### config.mk
export PLATFORM = sky130hd
export DESIGN_NAME = guess_game_n
export DESIGN_NICKNAME = d
export VERILOG_FILES = /design/src/rtl/guess_game_n.sv
export SDC_FILE = /design/constraint.sdc
export NUM_CORES = 1
export LEC_CHECK = 0
export ABC_AREA = 1
export ABC_CLOCK_PERIOD_IN_PS = 1900
export CELL_PAD_IN_SITES_DETAIL_PLACEMENT = 2
export CELL_PAD_IN_SITES_GLOBAL_PLACEMENT = 2
export CORE_AREA = 2 2 91 49
export DETAILED_ROUTE_END_ITERATION = 10
export DIE_AREA = 0 0 93 51
export PLACE_DENSITY = 0.76
export RECOVER_POWER = 25
export SYNTH_ARGS = -nofsm -noshare
export SYNTH_HDL_FRONTEND = slang
export SYNTH_SLANG_ARGS = --single-unit
### constraint.sdc
create_clock -name clk -period 1.9 [get_ports clk]
set_input_delay 0.475 -clock clk [delete_from_list [all_inputs] [get_ports clk]]
set_output_delay 0.475 -clock clk [all_outputs]
set_load 0.01 [all_outputs]
### src/rtl/guess_game_n.sv
// guess_game_n: rotating-LED reaction game with wrap/bounce rotation, score and lives.
module guess_game_n #(
  parameter int N       = 4,
  parameter int SCORE_W = 4,
  parameter int LIVES   = 3
) (
  input  logic               clk,
  input  logic               reset,
  input  logic               en,
  input  logic               mode,
  input  logic [N-1:0]       b,
  output logic [N-1:0]       y,
  output logic               win,
  output logic               lose,
  output logic               over,
  output logic [SCORE_W-1:0] score,
  output logic [2:0]         lives_left
);
  typedef enum logic [1:0] {SPIN, WIN, LOSE, OVER} state_t;
  localparam int PW = (N > 1) ? $clog2(N) : 1;
  localparam logic [PW-1:0] LAST = PW'(N - 1);
  state_t             state_q, state_d;
  logic [PW-1:0]      pos_q, pos_d;
  logic               dir_q, dir_d;
  logic [SCORE_W-1:0] score_q, score_d;
  logic [2:0]         lives_q, lives_d;
  always_ff @(posedge clk) begin
    if (reset) begin
      state_q <= SPIN;
      pos_q   <= '0;
      dir_q   <= 1'b0;
      score_q <= '0;
      lives_q <= 3'(LIVES);
    end else begin
      state_q <= state_d;
      pos_q   <= pos_d;
      dir_q   <= dir_d;
      score_q <= score_d;
      lives_q <= lives_d;
    end
  end
  // dir_q: 0 = moving up, 1 = moving down; a press always beats an en advance
  always_comb begin
    state_d = state_q;
    pos_d   = pos_q;
    dir_d   = dir_q;
    score_d = score_q;
    lives_d = lives_q;
    case (state_q)
      SPIN:
        if (|b) begin
          if (b == y) begin
            state_d = WIN;
            score_d = (score_q == '1) ? score_q : score_q + 1'b1;
          end else begin
            state_d = LOSE;
            lives_d = (lives_q == '0) ? lives_q : lives_q - 1'b1;
          end
        end else if (en) begin
          if (!mode) begin
            pos_d = (pos_q == LAST) ? '0 : pos_q + 1'b1;
            dir_d = 1'b0;
          end else if (!dir_q) begin
            pos_d = (pos_q == LAST) ? LAST - 1'b1 : pos_q + 1'b1;
            dir_d = (pos_q == LAST);
          end else begin
            pos_d = (pos_q == '0) ? PW'(1) : pos_q - 1'b1;
            dir_d = (pos_q != '0);
          end
        end
      WIN:
        if (!(|b)) begin
          state_d = SPIN;
          pos_d   = '0;
          dir_d   = 1'b0;
        end
      LOSE:
        if (!(|b)) begin
          state_d = (lives_q == '0) ? OVER : SPIN;
          pos_d   = '0;
          dir_d   = 1'b0;
        end
      default: ;
    endcase
  end
  always_comb begin
    y          = (state_q == SPIN) ? (N'(1) << pos_q) : (state_q == WIN) ? '1 : '0;
    win        = (state_q == WIN);
    lose       = (state_q == LOSE) || (state_q == OVER);
    over       = (state_q == OVER);
    score      = score_q;
    lives_left = lives_q;
  end
endmodule

==> results.cfg <==
[outcome]
status = completed

[logic_synthesis]
synth.distinct_cells = 24
synth_fp_nets = 170
ys_warn_count = 0
synth_top_area_share_pct = 23.02
synth.area.top_cells = dfxtp_1 23%, ha_1 16%, nand2_1 11%
synth_seq_cells = 12
ys_seq_area_share_pct = 23.02
synth_enable_flop_cells = 0
syn_area_um2 = 1044
yosys-top-cells-count = 30 x nand2_1, 23 x inv_1, 13 x ha_1
synth_most_common_cell = nand2_1
synthArstFlopShare_pct = 0
synth_cells = 149
synthFlopType = dfxtp_1
avgSynthCellArea_um2 = 7.003
synth_top_area_cell = dfxtp_1

[pwr]
power_switching_mw = 1.132
power_frac_comb_pct = 70.2
p_clk_share_pct = 12.8
p_total_mw = 2.284
powerDensity_nw_per_um2 = 1458
worst_ir_drop_vdd_mv = 0.5029
power.internal_mw = 1.152
p_sw_share_pct = 49.55
p_seq_share_pct = 17.0
p_leak_nw = 0.7620

[detailed_routing]
drc = 0
via_per_inst = 4.730
vias = 1173
wl_per_cell_um = 16.76
drt-initial-drc-count = 44
postRouteAntennaNets = 0
wl_um = 4157
firstDrtPassIters = 4

[grt]
grt_pass1_wl_um = 6810
grt_pass1_vias = 1298
gr-usage-all-layers_pct = 18.97
grt_max_degree = 8
grt_overflow = 0
grt_antenna_before_repair = 0

[hold_path]
min_from = score[3]
min_path_type = reg -> reg

[cells_and_area]
layout.cells.non_filler = 248
diodes = 0
nets = 213
syn2layout_area_growth_pct = 50.12
fin_util_pct = 38.36
fill_cells = 507
drive_above_1_share_pct = 33.51

[setup_path]
crit_required_ps = 1420
path_buf_inv = 3
cp_max_fo = 4
cp.arrival_ps = 1390
crit_type = reg -> out
critPathMaxStageDelay_ps = 370
crit_path_top_delay_cell = dfxtp_2
cp-startpoint = state_q[1]
timing.critical_path.mode_cell = nand2_2
worstPathCellList = inv_4 > ha_4 > inv_2 > nand2_2 > nand2_2 > clkdlybuf4s15_2
worstSetupStartpointType = register
end_kind = primary output
critical-path-top-delay-family = buffers and inverters
r2r-start = state_q[0]

[placement]
dp.cells = 244
post-place-ws_ps = -199.9
gp_congestion = 0.8286
io_buffers = 21
dp_hpwl_um = 3177

[sta]
setup_viol = 0
slew_violations = 0
worst_pin_slew_ps = 411.3
timing.final.ws_setup_ps = 37.01
finalCriticalPeriod_ps = 1863
tns_ps = 0
finClkSkew_ps = 3.219
finalCritPeriodShare_pct = 98.05
finalHoldViolations = 0
max_slew_margin_pct = 72.29
fmax_mhz = 536.8

[clock_network]
clk_latency_ps = 250
cts_buffers = 3
post_cts_buffers = 0
cts_root_buffer = clkbuf_8
path_clk_slew_ps = 60
clock_path_buffers = 2
ctsHoldBuffers = 0
cts.sinks = 12
cts_tree = built
htreeDepth = 1

[floorplan]
start_util_pct = 25.55
fp-row-count = 17
die_h_um = 51
die-area_um2 = 4743
pin_count = 22
die_w_um = 93
core_um2 = 4084

[run]
max_cap_violations = 0
==> logic make-up after synthesis <==
| kind of cell | count (synthesis) | synth area share, % |
|---|---|---|
| flops | 12 | 23.02 |
| compound gates | 20 | 10.43 |
| simple gates | 76 | 39.45 |
| fa+ha+maj | 13 | 15.59 |
| xor+xnor | 3 | 2.518 |
| buf+inv | 25 | 8.993 |
==> worst paths after layout <==
kind	end	slack [ps]	cells past startpoint
setup / recovery	y[2]	40	6
hold / removal	score[3]	480	2
setup reg to reg	state_q[1]	180	7
hold reg to reg	score[3]	480	2
==> cell type report <==
type                            count  area, um^2  share of cell area (%)
Clock buffer                        4       55.05                   3.514
Multi-Input combinational cell    112       774.5                   49.44
Timing Repair Buffer               38       316.6                   20.21
Inverter                           25       101.3                   6.470
Tap cell                           57       71.32                   4.553
Sequential cell                    12       247.7                   15.81
==> power by group through the flow <==
stage | Clock (mW) | Sequential (mW) | Combinational [mW]
2_1_floorplan | 0 | 0.370 | 0.866
3_3_place_gp | 0 | 0.363 | 1.41
3_5_place_dp | 0 | 0.374 | 1.51
4_1_cts | 0.296 | 0.390 | 1.54
5_1_grt | 0.304 | 0.398 | 1.78
6_report | 0.293 | 0.389 | 1.60
==> layout by cell type, fill, tap and decap left out <==
cell / netlist / routed
a21oi_2: 1 / 1
inv_1: 23 / 18
xor2_1: 3 / 3
inv_2: 2 / 4
inv_4: 0 / 3
clkdlybuf4s15_2: 0 / 1
dfxtp_2: 0 / 3
a31oi_1: 1 / 1
o21ai_0: 6 / 6
ha_4: 0 / 4
clkbuf_8: 0 / 4
nand2_4: 5 / 5
dlygate4sd2_1: 0 / 2
ha_1: 13 / 9
a22oi_1: 1 / 1
nor2_8: 1 / 1
o22ai_1: 1 / 1
nor2_1: 11 / 11
nand3b_1: 2 / 2
nor3_1: 1 / 1
dfxtp_4: 0 / 1
a21oi_1: 10 / 10
nand3_1: 11 / 11
dfxtp_1: 12 / 8
nand2_2: 5 / 10
buf_4: 0 / 17
or2_4: 0 / 1
clkbuf_2: 0 / 3
dlygate4sd3_1: 0 / 5
nand3_2: 2 / 2
clkdlybuf4s50_1: 0 / 9
nor2_2: 2 / 2
nand4_1: 4 / 4
nand2_1: 30 / 25
nor2_4: 1 / 1
buf_2: 0 / 1
==> metal layers <==
layer / up-vias / part of all wire [%] / wire [um] / global-route usage, %
met5: - / 0 / 0 / 0
met4: 0 / 1.9 / 78 / 4.167
met3: 10 / 3.8 / 159 / 3.835
met2: 31 / 47 / 1938 / 33.70
met1: 571 / 48 / 1981 / 24.02
li1: 561 / - / - / -
==> tightest hold or removal path: cells and delay by family (launching register included) <==
| family | cells | cell delay, ps |
|---|---|---|
| DFF | 1 | 320 |
| and+or+nand+nor | 1 | 60 |
| AOI/OAI and AO/OA | 1 | 50 |
==> repair_timing <==
action | CTS | global route
pin swaps | 0 | 2
gates resized for setup | 30 | 15
endpoints found under the setup margin | 8 | 8
cloned | 0 | 0
hold endpoints to repair | 0 | 0
==> through the flow <==
step           instance area, um^2  hold WS [ps]
4_1_cts                       1543         489.9
6_report                      1567         480.9
3_3_place_gp                  1453         468.7
3_5_place_dp                  1453         481.5
5_1_grt                       1567         513.7
2_1_floorplan                 1044         490.3
==> registers in the layout, indices dropped and copies added, names as in the netlist <==
signal      count
score           4
lives_left      3
pos_q           2
state_q         2
dir_q           1
No activity file was read; power rests on OpenSTA's default activity.
